===== src/rtl/uart_rx_mmio_if.sv =====
// Register-window bus between a polling master (boot ROM loader) and the UART receiver.
// ren and wen are one-cycle strobes with no back-pressure; rdata is valid the cycle after ren and holds until the next ren.
interface uart_rx_mmio_if;
    logic [31:0] addr;
    logic        ren;
    logic        wen;
    logic [31:0] wdata;
    logic [31:0] rdata;

    modport master (
        output addr,
        output ren,
        output wen,
        output wdata,
        input  rdata
    );

    modport slave (
        input  addr,
        input  ren,
        input  wen,
        input  wdata,
        output rdata
    );
endinterface


===== src/rtl/uart_rx_mmio.sv =====
// 8N1 UART receiver with a byte FIFO behind a two-word register window (DATA, STATUS).
// The receive FSM state is exported on fsm_state (0 IDLE, 1 START, 2 DATA, 3 STOP).
module uart_rx_mmio #(
    parameter logic [31:0] BASE_ADDR    = 32'h1001_3000,
    parameter int          CLKS_PER_BIT = 868,
    parameter int          FIFO_DEPTH   = 8
) (
    input  logic           clk,
    input  logic           rst_n,
    input  logic           rxd,
    uart_rx_mmio_if.slave  bus,
    output logic [1:0]     fsm_state
);

    localparam int CNT_W = $clog2(CLKS_PER_BIT);
    localparam int PTR_W = $clog2(FIFO_DEPTH);

    localparam logic [CNT_W-1:0] BIT_LAST  = CNT_W'(CLKS_PER_BIT - 1);
    localparam logic [CNT_W-1:0] HALF_LAST = CNT_W'(CLKS_PER_BIT / 2 - 1);
    localparam logic [PTR_W:0]   DEPTH_CNT = (PTR_W + 1)'(FIFO_DEPTH);

    localparam logic [31:0] DATA_ADDR   = BASE_ADDR;
    localparam logic [31:0] STATUS_ADDR = BASE_ADDR + 32'd4;

    typedef enum logic [1:0] {
        IDLE  = 2'd0,
        START = 2'd1,
        DATA  = 2'd2,
        STOP  = 2'd3
    } rx_state_e;

    // Synchroniser flops reset high so a quiet line never looks like a start bit.
    logic rx_meta;
    logic rx_s;

    always_ff @(posedge clk or negedge rst_n) begin
        if (!rst_n) begin
            rx_meta <= 1'b1;
            rx_s    <= 1'b1;
        end else begin
            rx_meta <= rxd;
            rx_s    <= rx_meta;
        end
    end

    rx_state_e         state;
    logic [CNT_W-1:0]  cnt;
    logic [2:0]        bit_idx;
    logic [7:0]        shift;
    logic              push_valid;
    logic [7:0]        push_byte;
    logic              frame_set;

    always_ff @(posedge clk or negedge rst_n) begin
        if (!rst_n) begin
            state      <= IDLE;
            cnt        <= '0;
            bit_idx    <= '0;
            shift      <= '0;
            push_valid <= 1'b0;
            push_byte  <= '0;
            frame_set  <= 1'b0;
        end else begin
            push_valid <= 1'b0;
            frame_set  <= 1'b0;
            case (state)
                IDLE: begin
                    if (!rx_s) begin
                        state <= START;
                        cnt   <= '0;
                    end
                end
                START: begin
                    // Mid-start-bit check rejects glitches shorter than half a bit.
                    if (cnt == HALF_LAST) begin
                        cnt <= '0;
                        if (!rx_s) begin
                            state   <= DATA;
                            bit_idx <= '0;
                        end else begin
                            state <= IDLE;
                        end
                    end else begin
                        cnt <= cnt + 1'b1;
                    end
                end
                DATA: begin
                    if (cnt == BIT_LAST) begin
                        cnt   <= '0;
                        shift <= {rx_s, shift[7:1]};
                        if (bit_idx == 3'd7) begin
                            state <= STOP;
                        end else begin
                            bit_idx <= bit_idx + 1'b1;
                        end
                    end else begin
                        cnt <= cnt + 1'b1;
                    end
                end
                STOP: begin
                    if (cnt == BIT_LAST) begin
                        cnt   <= '0;
                        state <= IDLE;
                        if (rx_s) begin
                            push_valid <= 1'b1;
                            push_byte  <= shift;
                        end else begin
                            frame_set <= 1'b1;
                        end
                    end else begin
                        cnt <= cnt + 1'b1;
                    end
                end
                default: state <= IDLE;
            endcase
        end
    end

    assign fsm_state = state;

    logic [7:0]       mem [FIFO_DEPTH];
    logic [PTR_W-1:0] wr_ptr;
    logic [PTR_W-1:0] rd_ptr;
    logic [PTR_W:0]   count;
    logic             overrun;
    logic             frame_err;

    logic fifo_full;
    logic fifo_empty;
    logic do_pop;
    logic do_push;
    logic overrun_set;
    logic clr_overrun;
    logic clr_frame;

    assign fifo_full  = (count == DEPTH_CNT);
    assign fifo_empty = (count == '0);

    assign do_pop      = bus.ren && (bus.addr == DATA_ADDR) && !fifo_empty;
    // A pop in the same cycle frees the slot, so a full FIFO still accepts the push.
    assign do_push     = push_valid && (!fifo_full || do_pop);
    assign overrun_set = push_valid && fifo_full && !do_pop;

    assign clr_overrun = bus.wen && (bus.addr == STATUS_ADDR) && bus.wdata[1];
    assign clr_frame   = bus.wen && (bus.addr == STATUS_ADDR) && bus.wdata[3];

    always_ff @(posedge clk) begin
        if (do_push) begin
            mem[wr_ptr] <= push_byte;
        end
    end

    always_ff @(posedge clk or negedge rst_n) begin
        if (!rst_n) begin
            wr_ptr    <= '0;
            rd_ptr    <= '0;
            count     <= '0;
            overrun   <= 1'b0;
            frame_err <= 1'b0;
        end else begin
            if (do_push) begin
                wr_ptr <= wr_ptr + 1'b1;
            end
            if (do_pop) begin
                rd_ptr <= rd_ptr + 1'b1;
            end
            case ({do_push, do_pop})
                2'b10:   count <= count + 1'b1;
                2'b01:   count <= count - 1'b1;
                default: count <= count;
            endcase
            // Setting wins over a same-cycle write-1-to-clear.
            overrun   <= overrun_set | (overrun & ~clr_overrun);
            frame_err <= frame_set | (frame_err & ~clr_frame);
        end
    end

    logic [31:0] status_word;
    logic [31:0] data_word;

    assign status_word = {28'd0, frame_err, !fifo_empty, overrun, fifo_full};
    assign data_word   = fifo_empty ? 32'd0 : {24'd0, mem[rd_ptr]};

    always_ff @(posedge clk or negedge rst_n) begin
        if (!rst_n) begin
            bus.rdata <= '0;
        end else if (bus.ren) begin
            case (bus.addr)
                DATA_ADDR:   bus.rdata <= data_word;
                STATUS_ADDR: bus.rdata <= status_word;
                default:     bus.rdata <= '0;
            endcase
        end
    end

    logic unused_wdata;
    assign unused_wdata = ^{bus.wdata[31:4], bus.wdata[2], bus.wdata[0]};

endmodule


===== src/flat_wrapper.sv =====
// flat-port wrapper written by rule: the top's interface ports become plain ports
module uart_rx_mmio_flat 
#(
    parameter logic [31:0] BASE_ADDR    = 32'h1001_3000,
    parameter int          CLKS_PER_BIT = 868,
    parameter int          FIFO_DEPTH   = 8
)
  (clk, rst_n, rxd, fsm_state, bus_addr, bus_ren, bus_wen, bus_wdata, bus_rdata);
  uart_rx_mmio_if bus_i ();
  input  logic clk;
  input  logic rst_n;
  input  logic rxd;
  output logic [1:0] fsm_state;
  input wire logic [$bits(bus_i.addr)-1:0] bus_addr;
  input wire logic [$bits(bus_i.ren)-1:0] bus_ren;
  input wire logic [$bits(bus_i.wen)-1:0] bus_wen;
  input wire logic [$bits(bus_i.wdata)-1:0] bus_wdata;
  output wire logic [$bits(bus_i.rdata)-1:0] bus_rdata;
  assign bus_i.addr = bus_addr;
  assign bus_i.ren = bus_ren;
  assign bus_i.wen = bus_wen;
  assign bus_i.wdata = bus_wdata;
  assign bus_rdata = bus_i.rdata;
  uart_rx_mmio #(.BASE_ADDR(BASE_ADDR), .CLKS_PER_BIT(CLKS_PER_BIT), .FIFO_DEPTH(FIFO_DEPTH)) u_core (.clk(clk), .rst_n(rst_n), .rxd(rxd), .bus(bus_i), .fsm_state(fsm_state));
endmodule

===== config.mk =====
export PLATFORM = sky130hd
export DESIGN_NAME = uart_rx_mmio_flat
export DESIGN_NICKNAME = d
export VERILOG_FILES = /design/src/rtl/uart_rx_mmio_if.sv /design/src/rtl/uart_rx_mmio.sv /design/src/flat_wrapper.sv
export SDC_FILE = /design/constraint.sdc
export NUM_CORES = 1
export LEC_CHECK = 0
export BUFFER_PORTS_ARGS = -buffer_cell sky130_fd_sc_hd__buf_2
export CORE_MARGIN = 8
export CORE_UTILIZATION = 40
export DETAILED_ROUTE_END_ITERATION = 10
export PLACE_DENSITY_LB_ADDON = 0.12
export SETUP_SLACK_MARGIN = 0.2
export SLEW_MARGIN = 15
export SYNTH_ARGS = -nofsm -noshare
export SYNTH_HDL_FRONTEND = slang
export SYNTH_SLANG_ARGS = --single-unit

===== constraint.sdc =====
create_clock -name clk -period 3.45 [get_ports clk]
set_input_delay 0.345 -clock clk [delete_from_list [all_inputs] [get_ports clk]]
set_output_delay 0.345 -clock clk [all_outputs]
set_load 0.05 [all_outputs]

# --- Yosys cells after proc, flatten, opt, wreduce, memory -nomap -nowiden ---
# Memories as Yosys holds them, arrays and structs flattened.
# Cells that the tools add are included.
classes:
  eq_ne: 18
  n_mux: 27
  n_reduce_logical: 21
  bitwise_logic: 6
  add_sub_neg: 6
ops:
  columns: ["operator", "n"]
  rows:
  - ["32-bit by 29-bit == test with 1-bit output, second input constant", 2]
  - ["32-bit one-hot mux with 2 select lines", 1]
  - ["10-bit two-way mux", 3]
  - ["10-bit one-hot mux with 3 select lines", 1]
  - ["2-bit two-way mux", 6]
  - ["3-bit two-way mux", 4]
  - ["10-bit by 1-bit adder with 10-bit output, second input constant", 1]
  - ["10-bit == test, second input constant", 1]
  - ["10-bit by 9-bit == test with 1-bit output, second input constant", 1]
  - ["5-bit AND reduction", 2]
  - ["3-bit by 1-bit adder with 3-bit output, second input constant", 3]
  - ["1-bit logical AND", 8]
  - ["1-bit two-way mux", 8]
  - ["8-bit two-way mux", 1]
  - ["2-bit by 1-bit inequality test with 1-bit output, second input constant", 4]
  - ["2-bit one-hot mux with 4 select lines", 1]
  - ["4-bit one-hot mux with 2 select lines", 1]
  - ["2-bit == test, second input constant", 3]
  - ["2-bit inequality test, second input constant", 3]
  - ["3-bit one-hot mux with 2 select lines", 1]
  - ["4-bit by 1-bit adder with 4-bit output, second input constant", 1]
  - ["2-bit by 1-bit == test with 1-bit output, second input constant", 2]
  - ["4-bit == test, second input constant", 1]
  - ["4-bit zero test", 1]
  - ["other kinds (12)", 18]
word_totals:
  word_cells: 94
  regBits: 79
  memories: 1
  mem_bits_rw: 64
memory_table:
  columns: ["name", "depth", "width", "rd", "rd_ports_with_merged_regs", "write_ports", "line_no", "text"]
  rows:
  - ["u_core.mem", 8, 8, 1, 0, 1, "uart_rx_mmio.sv:121", "logic [7:0] mem [FIFO_DEPTH];"]

# --- Logic depth before layout (Yosys ltp) ---
# Gate-level depths: netlist of the first run.
logic_depth:
  depth_word: 7
  depth_mapped: 11
  ltp_nobuf: 9

# --- Least setup slack after synthesis of the first run ---
# No wires, ideal clock.
synth_path:
  path_type: "input -> register"
  from: "input port bus_addr[17]"
  to: "memory u_core.mem[0][0], enable pin"
  cell_stages: 5
  n_path_buf: 0
  t_arrival_ns: 2.248
  setup_slack_ns: 0.807
  cell_sequence: "nor4b_1 > nand4_1 > nor3_2 > nor2_1 > nor4_1"
synth_between:
  elab_chain_len: 7
synth_lines:
  columns: ["element", "line_no", "text"]
  rows:
  - ["from (decl)", "flat_wrapper.sv:14", "input wire logic [$bits(bus_i.addr)-1:0] bus_addr;"]
  - ["32-bit by 29-bit == test with 1-bit output", "uart_rx_mmio.sv:139", "assign do_pop = bus.ren && (bus.addr == DATA_ADDR) && !fifo_empty;"]
  - ["1-bit logical AND (2 in series)", "uart_rx_mmio.sv:139", null]
  - ["1-bit logical OR", "uart_rx_mmio.sv:141", "assign do_push = push_valid && (!fifo_full || do_pop);"]
  - ["1-bit logical AND", "uart_rx_mmio.sv:141", null]
  - ["1-bit two-way mux", "uart_rx_mmio.sv:148", "if (do_push) begin"]
  - ["1-bit two-way mux (implied by the code)", "uart_rx_mmio.sv:149", "mem[wr_ptr] <= push_byte;"]
  - ["to (decl)", "uart_rx_mmio.sv:121", null]
# No other way between the ends.

# --- Final worst setup path of the first run ---
layout_path:
  from: "register u_core.count[0]"
  to: "register u_core.count[2]"
layout_between:
  elab_chain_len: 7
layout_lines:
  columns: ["element", "line_no", "text"]
  rows:
  - ["from (decl)", "uart_rx_mmio.sv:124", "logic [PTR_W:0] count;"]
  - ["from (signal assigned)", "uart_rx_mmio.sv:168", "2'b10: count <= count + 1'b1;"]
  - ["from (signal assigned)", "uart_rx_mmio.sv:169", "2'b01: count <= count - 1'b1;"]
  - ["from (signal assigned)", "uart_rx_mmio.sv:170", "default: count <= count;"]
  - ["4-bit zero test", "uart_rx_mmio.sv:137", "assign fifo_empty = (count == '0);"]
  - ["1-bit zero test", "uart_rx_mmio.sv:139", null]
  - ["1-bit logical AND", "uart_rx_mmio.sv:139", null]
  - ["1-bit logical OR", "uart_rx_mmio.sv:141", null]
  - ["1-bit logical AND", "uart_rx_mmio.sv:141", null]
  - ["2-bit by 1-bit == test with 1-bit output / 2-bit == test (equally long branches)", "uart_rx_mmio.sv:167", "case ({do_push, do_pop})"]
  - ["4-bit one-hot mux with 2 select lines / 2-bit nonzero test (equally long branches)", null, null]
# Several ways; a longest one is shown, not always the timed one.
# A chain may end at the register's enable or synchronous reset.

==> results of run 1 <==
## registers in the layout, indices dropped and copies added, names as in the netlist, 4 cells and up, named ones only
register and cells:
u_core.mem 64, u_core.push_byte 8, u_core.shift 8, u_core.count 4
u_core.cnt 10, u_core.bus.rdata 8
## Yosys cell counts, types with 4 or more instances
| library cell | n |
|---|---|
| xor2_1 | 4 |
| mux2i_1 | 9 |
| nor4b_1 | 4 |
| nor2_1 | 16 |
| and3_1 | 4 |
| mux4_2 | 16 |
| nor3_1 | 10 |
| nand3_1 | 6 |
| dfrtp_1 | 53 |
| nor3b_1 | 4 |
| mux2_2 | 19 |
| a21o_1 | 4 |
| o21ai_0 | 10 |
| a31oi_1 | 4 |
| xnor2_1 | 8 |
| nand4_1 | 7 |
| clkbuf_1 | 9 |
| nand2_1 | 18 |
| inv_1 | 14 |
| o2bb2ai_1 | 5 |
| edfxtp_1 | 64 |
| buf_4 | 24 |
| nor4_1 | 7 |
| ha_1 | 12 |
## metal layers
metal	GRT usage, %	vias to the layer above	routed length, um
met5	0	-	0
met4	4.72	0	142
met3	4.92	11	594
met2	20.5	79	4850
met1	15.5	1582	4790
li1	-	1499	-
## area by class of cell
cell class / instances / area (sq um) / share of cell area (%)
sequential: 119 / 3300 / 51.9
multi-input combinational: 224 / 1810 / 28.5
clock buffer: 20 / 437 / 6.86
timing repair buffer: 60 / 330 / 5.19
tap: 176 / 220 / 3.46
clock inverter: 12 / 205 / 3.23
inverter: 15 / 56.3 / 0.885
## how the worst max path moves through the flow
| stage | slack [ns] | end |
|---|---|---|
| floorplan | 0.81 | u_core.mem[0][0] |
| global placement | 0.67 | u_core.count[2] |
| detailed placement | 0.66 | u_core.count[2] |
| CTS | 0.83 | u_core.count[2] |
| global route | 0.73 | u_core.count[2] |
| finish | 0.83 | u_core.count[2] |
## critical path: cells and delay by family, from the launching register on
family,cells,cell delay [ns]
xor gates and xnor gates,1,0.08
DFF,1,0.46
AOI/OAI and AO/OA,1,0.33
and+or+nand+nor,5,1.42
adders and majority gates,1,0.21
## layout by cell type (no fill, tap or decap), drive strengths merged, types with 2 or more instances in the layout
cell	n
o2bb2ai	5
a22oi	2
nor4	7
a21o	4
xnor2	8
clkbuf	20
o22ai	2
nor2	16
and2	2
a41oi	2
or4	2
nand2b	2
ha	12
nand2	18
a31oi	4
nand3	6
clkinv	6
o21ai	10
and3	4
nor3b	4
bufinv	6
mux2	19
or3	2
o221ai	3
nor4b	4
mux2i	9
dfstp	2
nor4bb	3
nor3	11
xor2	4
inv	15
a211oi	2
buf	60
nand4	7
mux4	16
edfxtp	64
conb	24
dfrtp	53
## power groups by stage
stage,Sequential [uW],Combinational [uW],Clock (uW)
after CTS,1490,98.9,1960
after global routing,1490,106,2030
final,1490,97.7,1920
after detailed placement,1520,98.5,0
after global placement,1520,98.0,0
after floorplan,1520,82.6,0
## logic make-up (layout without fill, tap and decap cells)
family	after synthesis	after routing	synth area share [%]
AO/OA/AOI/OAI	41	41	5.53
XOR/XNOR	12	12	1.98
adder cells (fa/ha/maj)	12	12	2.82
buffers and inverters	53	107	5.53
flip-flops	119	119	62.0
multiplexers	44	44	12.5
other	1	24	0.0705
AND/OR/NAND/NOR	91	91	9.55
## through the flow
| stage | hold WS (ns) | total power (uW) |
|---|---|---|
| final | 0.0131 | 3510 |
| after global routing | 0.0233 | 3620 |
| after CTS | 0.0209 | 3550 |
| after detailed placement | 0.351 | 1620 |
| after global placement | 0.346 | 1620 |
| after floorplan | 0.0494 | 1600 |
==> impl_metrics.ini, run 1 <==
[outcome]
status = finished clean

[critical_path]
start_kind = flip-flop
startpoint = u_core.count[0]
worstReg2RegStart = u_core.count[0]
crit_path_max_fanout = 7
reg2reg_depth = 8
end_kind = flip-flop
max_stage_delay_ns = 0.47
crit_chain = nor4_1 -> or3_1 -> or3_1 -> nor2_1 -> xnor2_1 -> ha_1 -> or4_1 -> a311o_1
crit_top_cell = or3_1
cp_slowest_cell = or4_1
critPathKind = flip-flop to flip-flop
rrSetupSlack_ns = 0.83
reg2reg_to = u_core.count[2]
crit_required_ns = 3.73
arrival_ns = 2.90

[sta]
setup_viol = 0
max-slew-margin-rel_pct = 46.4
setup_tns_ns = 0
finalHoldViolations = 0
final.min_clock_period_ns = 2.62
worstMarginPinSlew_ns = 0.805
rsz0062_at_grt = false
finClkSkew_ns = 0.00466
worst_slack_ns = 0.835
max_freq_mhz = 382
period_share_pct = 75.8
slew_violations = 0

[clocking]
cts_made_buffers = 17
cts.path.max_buffers = 2
clk_latency_ns = 0.40
clkTransAtPathRegs_ns = 0.05
root_buffer = clkbuf_16
clock_sinks = 119
post_cts_resized = 0
cts_tree = done
ctsHtreeMaxLevel = 4
cts_hold_buf = 0
cts_setup_buffers = 0

[synth]
synthArstFlopShare_pct = 46.2
syn_area_sq_mm = 0.00532
ys_types = 51
yosysTopAreaCell = edfxtp_1
synth-main-ff-cell = edfxtp_1
synth_cells = 373
ys_ff_latch = 119
synth-seq-area-share_pct = 62.0
syn-mean-instance-area_sq_um = 14.3
synth.area.top_cells = edfxtp_1 36%, dfrtp_1 25%, mux4_2 6.8%
ys_warn_count = 0
synth_edf_count = 64
synth_top_cell_area_share_pct = 36.1

[final_layout]
areaGrowthSynthToFinish_pct = 19.6
n_antenna_cell = 0
final_util_pct = 48.4
drive_gt1_share_pct = 28.0
final_cells = 626
fill_cells = 1188
final_nets = 518
postLayoutCellArea_sq_mm = 0.00636

[drt]
avgViaCountPerCell = 5.07
drt-total-wl_um = 10400
drc = 0
vias = 3171
first_pass_iters = 4
ant_nets = 0
wl_per_cell_um = 16.6
drtIter0Drc = 180

[place]
dp_hpwl_um = 7170
dp_cells = 594
dpl_worst_slack_ns = 0.661
gp_congestion = 0.754
portBuffers = 48
placed_area_sq_mm = 0.00572

[pwr]
internal_power_uw = 2850
ir_worst_vdd_v = 0.000294
pwr_density_cell_mw_per_mm2 = 552
leakagePower_uw = 0.00276
switching_share_pct = 18.9
power_frac_comb_pct = 2.8
clkPwrFrac_pct = 54.7
p_seq_share_pct = 42.5
switchingPower_uw = 663

[die]
dieArea_sq_mm = 0.0172
die_h_um = 131
coreArea_sq_mm = 0.0131
std_cell_rows = 42
start_util_pct = 40.5
fp.dieW_um = 131
pin_count = 103

[global_route]
antenna_found_initial = 0
grt_pass1_wl_um = 17600
grt_max_degree = 34
grt_pass1_vias = 3348
grt_usage_pct = 12.8
overflow = 0

[hold_path]
hp-class = primary input to asynchronous set/reset pin

[flow_run]
cap_violations = 0
Note: power is estimated with default switching activity, not from simulation.
==> inputs of run 2 (changes only) <==
--- a/config.mk
+++ b/config.mk
@@ -5,6 +5,7 @@
 export SDC_FILE = /design/constraint.sdc
 export NUM_CORES = 1
 export LEC_CHECK = 0
+export ABC_AREA = 1
 export BUFFER_PORTS_ARGS = -buffer_cell sky130_fd_sc_hd__buf_2
 export CORE_MARGIN = 8
 export CORE_UTILIZATION = 40
==> constraint.sdc (replaced) <==
create_clock -name clk -period 2.3 [get_ports clk]
set_input_delay 0.23 -clock clk [delete_from_list [all_inputs] [get_ports clk]]
set_output_delay 0.23 -clock clk [all_outputs]
set_load 0.05 [all_outputs]
==> impl_metrics.ini, run 2 <==
[clocking]
clock_sinks = 119
root_buffer = clkbuf_16
clkTransAtPathRegs_ns = 0.05
cts_tree = done
cts.path.max_buffers = 2
cts_made_buffers = 17
clk_latency_ns = 0.41
ctsHtreeMaxLevel = 4

[synth]
synth-seq-area-share_pct = 59.5
ys_types = 38
ys_ff_latch = 119
syn-mean-instance-area_sq_um = 9.82
syn_area_sq_mm = 0.00555
yosysMostFrequentCell = nand2_1
synth_cells = 565
synthArstFlopShare_pct = 46.2
synth.area.top_cells = edfxtp_1 35%, dfrtp_1 24%, nand2_1 7.2%
synth_top_cell_area_share_pct = 34.6
synth_common_cells = 107 x nand2_1, 84 x nor2_1, 64 x edfxtp_1
synth-main-ff-cell = edfxtp_1
yosysTopAreaCell = edfxtp_1
synth_edf_count = 64
ys_warn_count = 0

[critical_path]
arrival_ns = 2.08
end_kind = flip-flop
start_kind = flip-flop
crit_path_max_fanout = 7
crit_required_ns = 2.42
critPathKind = flip-flop to flip-flop
reg2reg_depth = 10

[die]
std_cell_rows = 43
dieArea_sq_mm = 0.0179
die_h_um = 134
start_util_pct = 40.4
coreArea_sq_mm = 0.0137
fp.dieW_um = 134
pin_count = 103

[flow_run]
cap_violations = 0

[drt]
first_pass_iters = 4
vias = 4027
ant_nets = 0
drc = 0
wl_per_cell_um = 14.6
drtIter0Drc = 258
avgViaCountPerCell = 4.82
drt-total-wl_um = 12200

[place]
gp_congestion = 0.837
dp_hpwl_um = 8610
dp_cells = 798
portBuffers = 48
dpl_worst_slack_ns = 0.159

[pwr]
clkPwrFrac_pct = 53.2
internal_power_uw = 4080
leakagePower_uw = 0.00310
p_seq_share_pct = 43.5
ir_worst_vdd_v = 0.000430
pwr_density_cell_mw_per_mm2 = 766
finalPower_uw = 5150
switchingPower_uw = 1060
switching_share_pct = 20.7
power_frac_comb_pct = 3.3

[sta]
slew_violations = 0
period_share_pct = 85.2
finalHoldViolations = 0
setup_viol = 0
max_freq_mhz = 510
finClkSkew_ns = 0.00527
worstMarginPinSlew_ns = 0.821
rsz0062_at_grt = false
worst_slack_ns = 0.340
max-slew-margin-rel_pct = 45.3
final.min_clock_period_ns = 1.96
setup_tns_ns = 0

[final_layout]
top_register = u_core.mem
reg_top3 = u_core.mem: 64 flops, u_core.cnt: 10 flops
final_cell_mix = 107 x nand2_1, 83 x nor2_1, 64 x edfxtp_1
final_nets = 724
areaGrowthSynthToFinish_pct = 21.1
multi_input_area_sq_mm = 0.00191
drive_gt1_share_pct = 19.4
final_util_pct = 49.0
layout.area.seq_sq_mm = 0.00330
n_antenna_cell = 0
final_common_cell = nand2_1
final_cells = 836
largest_reg_flops = 64
fill_cells = 1286

[hold_path]
holdPathStages = 3
hp-class = primary input to flip-flop

[global_route]
grt_pass1_wl_um = 19900
antenna_found_initial = 0
grt_pass1_vias = 3955
overflow = 0
grt_usage_pct = 14.2
grt_max_degree = 37

[outcome]
status = finished clean
==> run 2: changes by cell type after synthesis, moves of 13 or more <==
cell	previous run	this run
a21oi_1	0	13
inv_1	14	46
o22ai_1	2	16
nand2_1	18	107
mux4_2	16	0
mux2_2	19	0
o21ai_0	10	53
nor2_1	16	84
==> run 2: what timing repair did <==
| action | in CTS | in global routing |
|---|---|---|
| setup buffers | 0 | 4 |
| gates resized for setup | 0 | 4 |
| hold endpoints to repair | 33 | 0 |
| hold buffers | 2 | 0 |
| endpoints found under the setup margin | 0 | 73 |
==> run 2: per-stage QoR <==
stage	hold WS, ns	cell area [sq um]
2_1_floorplan	-0.0656	5640
3_5_place_dp	0.336	6030
4_1_cts	0.117	6660
3_3_place_gp	0.336	6030
5_1_grt	0.128	6720
6_report	0.134	6720
==> run 2: per-layer routing <==
metal  global-route usage [%]  share of wire [%]  vias to the layer above
met5                        0                  0                        -
met1                     16.8                 43                     1919
met2                     23.5                 49                       91
li1                         -                  -                     2001
met3                     4.34                5.5                       16
met4                     5.93                1.7                        0
==> run 2: area by class of cell <==
| class | count | area share [%] |
|---|---|---|
| clock buffers | 20 | 6.50 |
| clock inverters | 12 | 2.64 |
| inverters | 49 | 2.79 |
| multi-input cells | 383 | 28.5 |
| flip-flops and latches | 119 | 49.1 |
| well taps | 180 | 3.35 |
| repair buffers | 73 | 7.11 |
==> run 2: kinds of logic (layout without fill, tap and decap cells) <==
logic type      Yosys count  after routing  share of synthesized area (%)
xor+xnor                  8              8                           1.26
compound gates           97             97                           9.99
other cells               1             24                         0.0676
fa+ha+maj                12             12                           2.71
flops                   119            119                           59.5
simple gates            242            242                           18.9
buf+inv                  86            154                           7.62
==> run 2: final timing paths <==
check,start,slack (ns),endpoint
worst max-delay path,u_core.count[1],0.34,u_core.mem[0][4]
worst min-delay path,bus_wdata[3],0.13,u_core.frame_err
worst max register to register,u_core.count[1],0.34,u_core.mem[0][4]
worst min register to register,u_core.rx_meta,0.35,u_core.rx_s
max in group asynchronous,rst_n,1.15,u_core.count[1]
min in group asynchronous,rst_n,0.47,u_core.bus.rdata[4]
==> run 2: critical path, stage by stage (launching register included) <==
cell     delay [ns]
dfrtp_1        0.39
nor2_1         0.06
nand2_1        0.13
nor2_2         0.07
nor2_4         0.15
nand2_4        0.11
nand2_2        0.11
nand2_2        0.09
or2_4          0.27
nor2_2         0.11
buf_4          0.17
==> run 2: power groups by stage <==
stage	sequential, uW	clock (uW)	combinational, uW
floorplan	2280	0	138
CTS	2240	2800	172
detailed placement	2280	0	169
global route	2240	2890	188
finish	2240	2740	172
global placement	2280	0	166
==> inputs of run 3 (changes only) <==
--- a/config.mk
+++ b/config.mk
@@ -11,7 +11,7 @@
 export CORE_UTILIZATION = 40
 export DETAILED_ROUTE_END_ITERATION = 10
 export PLACE_DENSITY_LB_ADDON = 0.12
-export SETUP_SLACK_MARGIN = 0.2
+export SETUP_SLACK_MARGIN = 0.5
 export SLEW_MARGIN = 15
 export SYNTH_ARGS = -nofsm -noshare
 export SYNTH_HDL_FRONTEND = slang
==> impl_metrics.ini, run 3 (synthesis results as in run 2) <==
[sta]
setup_viol = 0
worstMarginPinSlew_ns = 0.668
finalHoldViolations = 0
final.min_clock_period_ns = 1.84
setup_tns_ns = 0
period_share_pct = 80.1
finClkSkew_ns = 0.00789
rsz0062_at_grt = true
whs_ns = 0.143
max-slew-margin-rel_pct = 55.5
slew_violations = 0
max_freq_mhz = 543

[global_route]
grt-busiest-layer = met2
grt_pass1_vias = 4047
grt_pass1_wl_um = 20300
met3_usage_pct = 3.96
overflow = 0
grt_use_met1_pct = 17.6
grt_max_degree = 34
antenna_found_initial = 0
globalRouteMet2Util_pct = 24.1
grt_usage_pct = 14.5

[final_layout]
final_nets = 739
top_register = u_core.mem
final_common_cell = nand2_1
postLayoutCellArea_sq_mm = 0.00697
final_cells = 850
largest_reg_flops = 64
areaGrowthSynthToFinish_pct = 25.6
n_antenna_cell = 0
drive_gt1_share_pct = 24.0
reg_top3 = u_core.mem: 64 flops, u_core.cnt: 10 flops
final_cell_mix = 100 x nand2_1, 80 x nor2_1, 64 x edfxtp_1
fill_cells = 1274

[critical_path]
crit_path_max_fanout = 5
start_kind = flip-flop
arrival_ns = 2.13
critPathKind = flip-flop to flip-flop
crit_required_ns = 2.58
end_kind = flip-flop

[place]
gp_congestion = 0.845
portBuffers = 48
dp_cells = 794
placed_area_sq_mm = 0.00601
dp_hpwl_um = 8690

[clocking]
clk_latency_ns = 0.40
root_buffer = clkbuf_16
ctsHtreeMaxLevel = 4
cts_made_buffers = 17
clkTransAtPathRegs_ns = 0.05
cts.path.max_buffers = 2
clock_sinks = 119
cts_tree = done

[drt]
wl_per_cell_um = 14.9
drtIter0Drc = 222
drt-total-wl_um = 12700
ant_nets = 0
drc = 0
avgViaCountPerCell = 4.77
first_pass_iters = 5
vias = 4053

[die]
pin_count = 103
dieArea_sq_mm = 0.0179
coreArea_sq_mm = 0.0137
start_util_pct = 40.4
std_cell_rows = 43
die_h_um = 134
fp.dieW_um = 134

[pwr]
finalPower_uw = 4970
ir_worst_vdd_v = 0.000450
leakagePower_uw = 0.00318
pwr_density_cell_mw_per_mm2 = 712

[flow_run]
cap_violations = 0

[hold_path]
hp-class = primary input to flip-flop

[outcome]
status = finished clean
run 3: cell count changes in the layout (fill, tap and decap cells not counted), moves of 4 or more:
cell | previous run | this run
buf_12 | 3 | 7
nor2_2 | 9 | 5
nand2_1 | 107 | 100
clkinv_4 | 4 | 0
inv_1 | 45 | 41
buf_4 | 18 | 28
nor2_4 | 1 | 8
nand2_4 | 1 | 5
run 3: path summary, 6_finish.rpt:
path                                 start             endpoint  slack, ns  cells past startpoint
setup / recovery           u_core.count[0]      u_core.count[2]       0.46                     16
hold / removal                bus_wdata[1]       u_core.overrun       0.14                      4
setup reg to reg           u_core.count[0]      u_core.count[2]       0.46                     16
hold reg to reg             u_core.rx_meta          u_core.rx_s       0.36                      0
max in group asynchronous            rst_n  u_core.fsm_state[0]       1.31                      3
min in group asynchronous            rst_n        u_core.cnt[9]       0.39                      2
run 3: report_power, final:
group / internal [uW] / switching, uW
combinational: 40.4 / 137
sequential: 2240 / 1.52
clock: 1670 / 878
total: 3950 / 1020
run 3: timing repair:
action	4_1_cts	5_1_grt
setup buffers	10	12
hold buffers	2	0
cloned	0	1
gates resized for setup	10	22
setup endpoints to repair	81	100
pin swaps	6	15
endpoints found under the hold margin	27	0
run 3: area by class of cell:
cell class / count / area (sq um) / share of cell area [%]
Tap cell: 180 / 225 / 3.23
Inverter: 49 / 191 / 2.75
Timing Repair Buffer: 88 / 662 / 9.50
Clock buffer: 19 / 433 / 6.21
Multi-Input combinational cell: 383 / 2020 / 29.0
Sequential cell: 119 / 3300 / 47.4
Clock inverter: 12 / 135 / 1.94
run 3: worst max-delay path, stage by stage (launching register included):
cell and delay, ns:
dfrtp_1 0.39, nor2_2 0.16, nand2_4 0.08, nor2_4 0.13, nor2_4 0.06, buf_6 0.13, nand3_4 0.10, nand2_2 0.06
nand2_2 0.06, inv_1 0.04, ha_1 0.16, inv_1 0.05, nand2_1 0.06, nand2_1 0.07, nand2_1 0.06, nand2_1 0.06
nand2_1 0.06
run 3: metal layers:
metal | share of wire, % | vias up
li1 | - | 2031
met1 | 44 | 1913
met2 | 50 | 90
met3 | 4.6 | 19
met4 | 1.6 | 0
met5 | 0 | -
run 3: through the flow:
stage	util, %	setup WS, ns
after detailed placement	43.8	0.150
after CTS	49.4	0.463
after global routing	50.8	0.346
final	50.8	0.457
after floorplan	-	0.418
after global placement	43.8	0.171
